==> src/rtl/mac_mul_stage_if.sv <==
// Operand/product handshake bundle for the two-stage multiplier.
// The slave side is the multiplier; the master side is upstream unpack plus downstream accumulate.
interface mac_mul_stage_if #(
    parameter int unsigned width_exp  = 5,
    parameter int unsigned width_man  = 10,
    parameter int unsigned width_pexp = width_exp + 2,
    parameter int unsigned width_pman = 2*width_man + 1
);
    logic                  in_valid;
    logic                  in_ready;
    logic                  a_sign;
    logic [width_exp-1:0]  a_exp;
    logic [width_man-1:0]  a_man;
    logic                  a_zero;
    logic                  b_sign;
    logic [width_exp-1:0]  b_exp;
    logic [width_man-1:0]  b_man;
    logic                  b_zero;
    logic                  out_valid;
    logic                  out_ready;
    logic                  out_sign;
    logic [width_pexp-1:0] out_exp;
    logic [width_pman-1:0] out_man;
    logic                  out_zero;

    modport master (
        output in_valid, a_sign, a_exp, a_man, a_zero,
               b_sign, b_exp, b_man, b_zero, out_ready,
        input  in_ready, out_valid, out_sign, out_exp, out_man, out_zero
    );

    modport slave (
        input  in_valid, a_sign, a_exp, a_man, a_zero,
               b_sign, b_exp, b_man, b_zero, out_ready,
        output in_ready, out_valid, out_sign, out_exp, out_man, out_zero
    );
endinterface

==> src/rtl/mac_mul_stage.sv <==
// Two-stage pipelined mantissa multiplier: stage 1 multiplies, stage 2 normalizes.
// Valid/ready on both sides; out_ready back-propagates combinationally to in_ready.
module mac_mul_stage #(
    parameter int unsigned width_exp  = 5,
    parameter int unsigned width_man  = 10,
    parameter int unsigned width_pexp = width_exp + 2,
    parameter int unsigned width_pman = 2*width_man + 1
) (
    input logic            clk,
    input logic            rst,
    mac_mul_stage_if.slave bus
);
    localparam int unsigned PW = 2*width_man + 2;

    logic                  w_s2_adv;
    logic                  w_s1_adv;
    logic [PW-1:0]         w_ma;
    logic [PW-1:0]         w_mb;
    logic [width_pexp-1:0] w_esum_ext;

    logic                  r_s1_valid;
    logic                  r_s1_sign;
    logic                  r_s1_zero;
    logic [width_exp:0]    r_s1_esum;
    logic [PW-1:0]         r_s1_prod;

    logic                  w_nxt_sign;
    logic                  w_nxt_zero;
    logic [width_pexp-1:0] w_nxt_exp;
    logic [width_pman-1:0] w_nxt_man;

    logic                  r_s2_valid;
    logic                  r_out_sign;
    logic                  r_out_zero;
    logic [width_pexp-1:0] r_out_exp;
    logic [width_pman-1:0] r_out_man;

    assign w_s2_adv = ~r_s2_valid | bus.out_ready;
    assign w_s1_adv = ~r_s1_valid | w_s2_adv;

    // Hidden leading one restored before the multiply
    assign w_ma = {{(width_man+1){1'b0}}, 1'b1, bus.a_man};
    assign w_mb = {{(width_man+1){1'b0}}, 1'b1, bus.b_man};

    always_ff @(posedge clk) begin
        if (rst) begin
            r_s1_valid <= 1'b0;
            r_s1_sign  <= 1'b0;
            r_s1_zero  <= 1'b0;
            r_s1_esum  <= '0;
            r_s1_prod  <= '0;
        end else if (w_s1_adv) begin
            r_s1_valid <= bus.in_valid;
            r_s1_sign  <= bus.a_sign ^ bus.b_sign;
            r_s1_zero  <= bus.a_zero | bus.b_zero;
            r_s1_esum  <= {1'b0, bus.a_exp} + {1'b0, bus.b_exp};
            r_s1_prod  <= w_ma * w_mb;
        end
    end

    assign w_esum_ext = {{(width_pexp-width_exp-1){1'b0}}, r_s1_esum};

    // Product of two [1,2) values lies in [1,4): at most one position of shift
    always_comb begin
        w_nxt_sign = r_s1_sign;
        w_nxt_zero = 1'b0;
        w_nxt_exp  = w_esum_ext;
        w_nxt_man  = {r_s1_prod[PW-3:0], 1'b0};
        if (r_s1_prod[PW-1]) begin
            w_nxt_exp = w_esum_ext + width_pexp'(1);
            w_nxt_man = r_s1_prod[PW-2:0];
        end
        if (r_s1_zero) begin
            w_nxt_sign = 1'b0;
            w_nxt_zero = 1'b1;
            w_nxt_exp  = '0;
            w_nxt_man  = '0;
        end
    end

    always_ff @(posedge clk) begin
        if (rst) begin
            r_s2_valid <= 1'b0;
            r_out_sign <= 1'b0;
            r_out_zero <= 1'b0;
            r_out_exp  <= '0;
            r_out_man  <= '0;
        end else if (w_s2_adv) begin
            r_s2_valid <= r_s1_valid;
            r_out_sign <= w_nxt_sign;
            r_out_zero <= w_nxt_zero;
            r_out_exp  <= w_nxt_exp;
            r_out_man  <= w_nxt_man;
        end
    end

    assign bus.in_ready  = w_s1_adv;
    assign bus.out_valid = r_s2_valid;
    assign bus.out_sign  = r_out_sign;
    assign bus.out_zero  = r_out_zero;
    assign bus.out_exp   = r_out_exp;
    assign bus.out_man   = r_out_man;
endmodule

==> src/flat_wrapper.sv <==
// flat-port wrapper written by rule: the top's interface ports become plain ports
module mac_mul_stage_flat 
#(
    parameter int unsigned width_exp  = 5,
    parameter int unsigned width_man  = 10,
    parameter int unsigned width_pexp = width_exp + 2,
    parameter int unsigned width_pman = 2*width_man + 1
)
  (clk, rst, bus_in_valid, bus_a_sign, bus_a_exp, bus_a_man, bus_a_zero, bus_b_sign, bus_b_exp, bus_b_man, bus_b_zero, bus_out_ready, bus_in_ready, bus_out_valid, bus_out_sign, bus_out_exp, bus_out_man, bus_out_zero);
  mac_mul_stage_if #(.width_exp(width_exp), .width_man(width_man), .width_pexp(width_pexp), .width_pman(width_pman)) bus_i ();
  input logic clk;
  input logic rst;
  input wire logic [$bits(bus_i.in_valid)-1:0] bus_in_valid;
  input wire logic [$bits(bus_i.a_sign)-1:0] bus_a_sign;
  input wire logic [$bits(bus_i.a_exp)-1:0] bus_a_exp;
  input wire logic [$bits(bus_i.a_man)-1:0] bus_a_man;
  input wire logic [$bits(bus_i.a_zero)-1:0] bus_a_zero;
  input wire logic [$bits(bus_i.b_sign)-1:0] bus_b_sign;
  input wire logic [$bits(bus_i.b_exp)-1:0] bus_b_exp;
  input wire logic [$bits(bus_i.b_man)-1:0] bus_b_man;
  input wire logic [$bits(bus_i.b_zero)-1:0] bus_b_zero;
  input wire logic [$bits(bus_i.out_ready)-1:0] bus_out_ready;
  output wire logic [$bits(bus_i.in_ready)-1:0] bus_in_ready;
  output wire logic [$bits(bus_i.out_valid)-1:0] bus_out_valid;
  output wire logic [$bits(bus_i.out_sign)-1:0] bus_out_sign;
  output wire logic [$bits(bus_i.out_exp)-1:0] bus_out_exp;
  output wire logic [$bits(bus_i.out_man)-1:0] bus_out_man;
  output wire logic [$bits(bus_i.out_zero)-1:0] bus_out_zero;
  assign bus_i.in_valid = bus_in_valid;
  assign bus_i.a_sign = bus_a_sign;
  assign bus_i.a_exp = bus_a_exp;
  assign bus_i.a_man = bus_a_man;
  assign bus_i.a_zero = bus_a_zero;
  assign bus_i.b_sign = bus_b_sign;
  assign bus_i.b_exp = bus_b_exp;
  assign bus_i.b_man = bus_b_man;
  assign bus_i.b_zero = bus_b_zero;
  assign bus_i.out_ready = bus_out_ready;
  assign bus_in_ready = bus_i.in_ready;
  assign bus_out_valid = bus_i.out_valid;
  assign bus_out_sign = bus_i.out_sign;
  assign bus_out_exp = bus_i.out_exp;
  assign bus_out_man = bus_i.out_man;
  assign bus_out_zero = bus_i.out_zero;
  mac_mul_stage #(.width_exp(width_exp), .width_man(width_man), .width_pexp(width_pexp), .width_pman(width_pman)) u_core (.clk(clk), .rst(rst), .bus(bus_i));
endmodule
==> config.mk <==
export PLATFORM = sky130hd
export DESIGN_NAME = mac_mul_stage_flat
export DESIGN_NICKNAME = d
export VERILOG_FILES = /design/src/rtl/mac_mul_stage_if.sv /design/src/rtl/mac_mul_stage.sv /design/src/flat_wrapper.sv
export SDC_FILE = /design/constraint.sdc
export NUM_CORES = 1
export LEC_CHECK = 0
export CORE_UTILIZATION = 30
export CTS_CLUSTER_SIZE = 16
export DETAILED_ROUTE_END_ITERATION = 16
export SYNTH_ARGS = -nofsm -noshare
export SYNTH_HDL_FRONTEND = slang
export SYNTH_SLANG_ARGS = --single-unit
==> constraint.sdc <==
create_clock -name clk -period 12.4 [get_ports clk]
set_input_delay 2.48 -clock clk [delete_from_list [all_inputs] [get_ports clk]]
set_output_delay 2.48 -clock clk [all_outputs]
set_load 0.05 [all_outputs]
==> metrics.md <==
| Metric | Value |
|---|---|
| Post-synth top area share | `24.3%` |
| Synth Register Bits | `62` |
| CTS hold repair buffers | `0` |
| Max Slew Vio Count | `0` |
| Number of I/O pins | `70` |
| Pwr dens | `218 mW/mm2` |
| Setup violators final | `0` |
| Die Height | `151 um` |
| Final Util | `36.1%` |
| First-pass GRT wire length | `26,100 um` |
| Starting density of the core | `30.6%` |
| Commonest cells post-synth | `inv_1, nand2_1, fa_1, ha_1, dfxtp_1` |
| Syn Std Cell Area | `0.00668 mm2` |
| Avg Cell Area, Syn | `8.67 um2` |
| WHS | `0.461 ns` |
| Yosys Warn Count | `0` |
| Worst setup SP type | `primary input` |
| DRT Wirelength | `15,000 um` |
| Vias in the first global route | `5,298` |
| CTS buffer count | `9` |
| Initial antenna violation count | `0` |
| Worst Setup End Kind | `register` |
| Cell row count | `54` |
| Fin cells | `1,102` |
| Grt ovf | `0` |
| Total GRT Usage | `14.4%` |
| Required @ worst endpoint | `12.58 ns` |
| Worst EP arrival | `7.97 ns` |
| H-tree levels | `3` |
| Core area | `0.0218 mm2` |
| DIE WIDTH | `151 um` |
| RSZ-0062 raised after global routing | `false` |
| Period minus WS final | `7.78 ns` |
| Area of the multi-input gates | `0.00479 mm2` |
| DRC violations left | `0` |
| Cell with the most instances after synthesis | `inv_1` |
| Crit share post-route | `62.8%` |
| Fin nets | `1,001` |
| Status | `finished clean` |
| Setup TNS | `0 ns` |
| CTS tree | `built` |
| Wirelength per Cell | `13.7 um` |
| Worst vdd ir | `0.131 mV` |
| Setup bufs post-CTS | `0` |
| Clk pin slew, worst setup/hold paths | `0.05 ns` |
| FF/Latch Area | `0.00124 mm2` |
| Die area | `0.0229 mm2` |
| Rel. slew slack | `53.2%` |
| Setup skew after layout | `0.00316 ns` |
| Maximum clock frequency | `128 MHz` |
| N_diodes | `0` |
| Crit Path Class | `primary input to register` |
| Clock Latency Late Sink | `0.32 ns` |
| Worst-path fanout max | `11` |
| Post-synth EDFFs | `0` |
| CTS resizes | `0` |
| Filler cells | `2,227` |
| Root buffer cell | `clkbuf_16` |
| Synth area leader | `fa_1` |
| CTS Buffer Depth | `2` |
| DR vias | `5,226` |
| Largest net degree at the start of global routing | `62` |
| ANT nets after route | `0` |
| Clk sinks | `62` |
| P_leak | `3.70 nW` |
| Fin area | `0.00788 mm2` |
| Placed cells | `1,086` |
| Vias per cell | `4.74` |
| Sequential-to-total area share from yosys stat | `18.6%` |
| Async S/R FF share, synth | `0%` |
| Yosys cell types | `57` |
| Largest cells by area after synthesis | `fa_1, dfxtp_1, ha_1, inv_1, nand2_1` |
| Syn nets | `954` |
| DP Area | `0.00758 mm2` |
| Routability congestion estimate | `0.849` |
| Slew @ Worst Pin | `0.702 ns` |
| Post-Synthesis Cells | `770` |
| P&R area growth vs syn | `18.1%` |
| DP Wirelength | `11,900 um` |
| Final hold vios | `0` |
| Layout cell share with drive strength beyond 1 | `6.69%` |
| Synth Flop Type | `dfxtp_1` |
| Iter 0 DRT Violations | `284` |
| Drt first pass iters | `5` |
| Min-Delay Path Class | `register to register` |
| Max-cap check violation count | `0` |
| Input/output buffers | `69` |
-- power breakdown --
part	total (W)	internal, W	switching, W
Clock	0.000248	0.000165	0.0000832
Sequential	0.000274	0.000246	0.0000275
Combinational	0.00120	0.000496	0.000703
-- cell type report --
type / instances / share of cell area [%]
Inverter: 127 / 6.05
Sequential cell: 62 / 15.7
Tap cell: 280 / 4.44
Clock buffer: 12 / 3.25
Timing Repair Buffer: 74 / 9.17
Clock inverter: 4 / 0.571
Multi-Input combinational cell: 543 / 60.8
-- per-stage QoR --
step	setup WS (ns)	total power (W)
floorplan	5.28	0.00120
global route	4.38	0.00192
finish	4.62	0.00172
CTS	4.67	0.00173
detailed placement	4.34	0.00147
global placement	4.41	0.00147
-- metal layers --
| metal | global-route usage (%) | part of all wire (%) |
|---|---|---|
| met2 | 24.2 | 49 |
| met1 | 19.1 | 47 |
| met5 | 0 | 0 |
| met3 | 2.05 | 2.8 |
| met4 | 4.05 | 1.7 |
-- worst paths after layout --
path	from	to	slack, ns	cells after the start
worst max-delay path	bus_b_man[9]	u_core.r_s1_prod[20]$_SDFFE_PP0P_	4.62	18
worst min-delay path	u_core.r_s1_valid$_SDFFE_PP0P_	u_core.bus.out_valid$_SDFFE_PP0P_	0.46	2
worst max register to register	u_core.bus.out_valid$_SDFFE_PP0P_	u_core.r_s1_prod[20]$_SDFFE_PP0P_	10.35	8
worst min register to register	u_core.r_s1_valid$_SDFFE_PP0P_	u_core.bus.out_valid$_SDFFE_PP0P_	0.46	2
-- sequential cells by signal (all words and copies together), names as in the netlist --
register              cells
u_core.bus.out_valid      1
u_core.r_s1_prod         22
u_core.bus.out_exp        7
u_core.bus.out_zero       1
u_core.r_s1_zero          1
u_core.bus.out_man       21
u_core.r_s1_valid         1
u_core.r_s1_sign          1
u_core.bus.out_sign       1
u_core.r_s1_esum          6
-- critical path, stage by stage --
cell             delay, ns
clkdlybuf4s50_1       0.66
and2_1                0.31
fa_1                  0.50
inv_1                 0.06
fa_1                  0.53
inv_1                 0.06
fa_1                  0.51
fa_1                  0.55
inv_1                 0.05
fa_1                  0.53
inv_1                 0.04
ha_1                  0.43
nand2_1               0.11
nor3_1                0.17
a21oi_1               0.15
o31ai_1               0.44
nor3b_1               0.28
o22ai_1               0.09
-- cells by family after synthesis --
kind of cell	Yosys count	synth area share, %
and+or+nand+nor	234	16.4
adders and majority gates	146	36.5
DFF	62	18.6
xor gates and xnor gates	20	2.62
AOI/OAI and AO/OA	120	12.4
buffers and inverters	165	9.71
muxes	23	3.84
-- cells in the final DEF, fill, tap and decap left out, drive strengths merged, types with 21 or more instances in the layout --
cell type / instances
a21oi: 40
nor2: 57
fa: 81
nand2: 100
a22oi: 26
inv: 127
dfxtp: 62
and2: 43
clkdlybuf4s50: 68
mux2: 21
ha: 65
No activity file was read; power rests on OpenSTA's default activity.
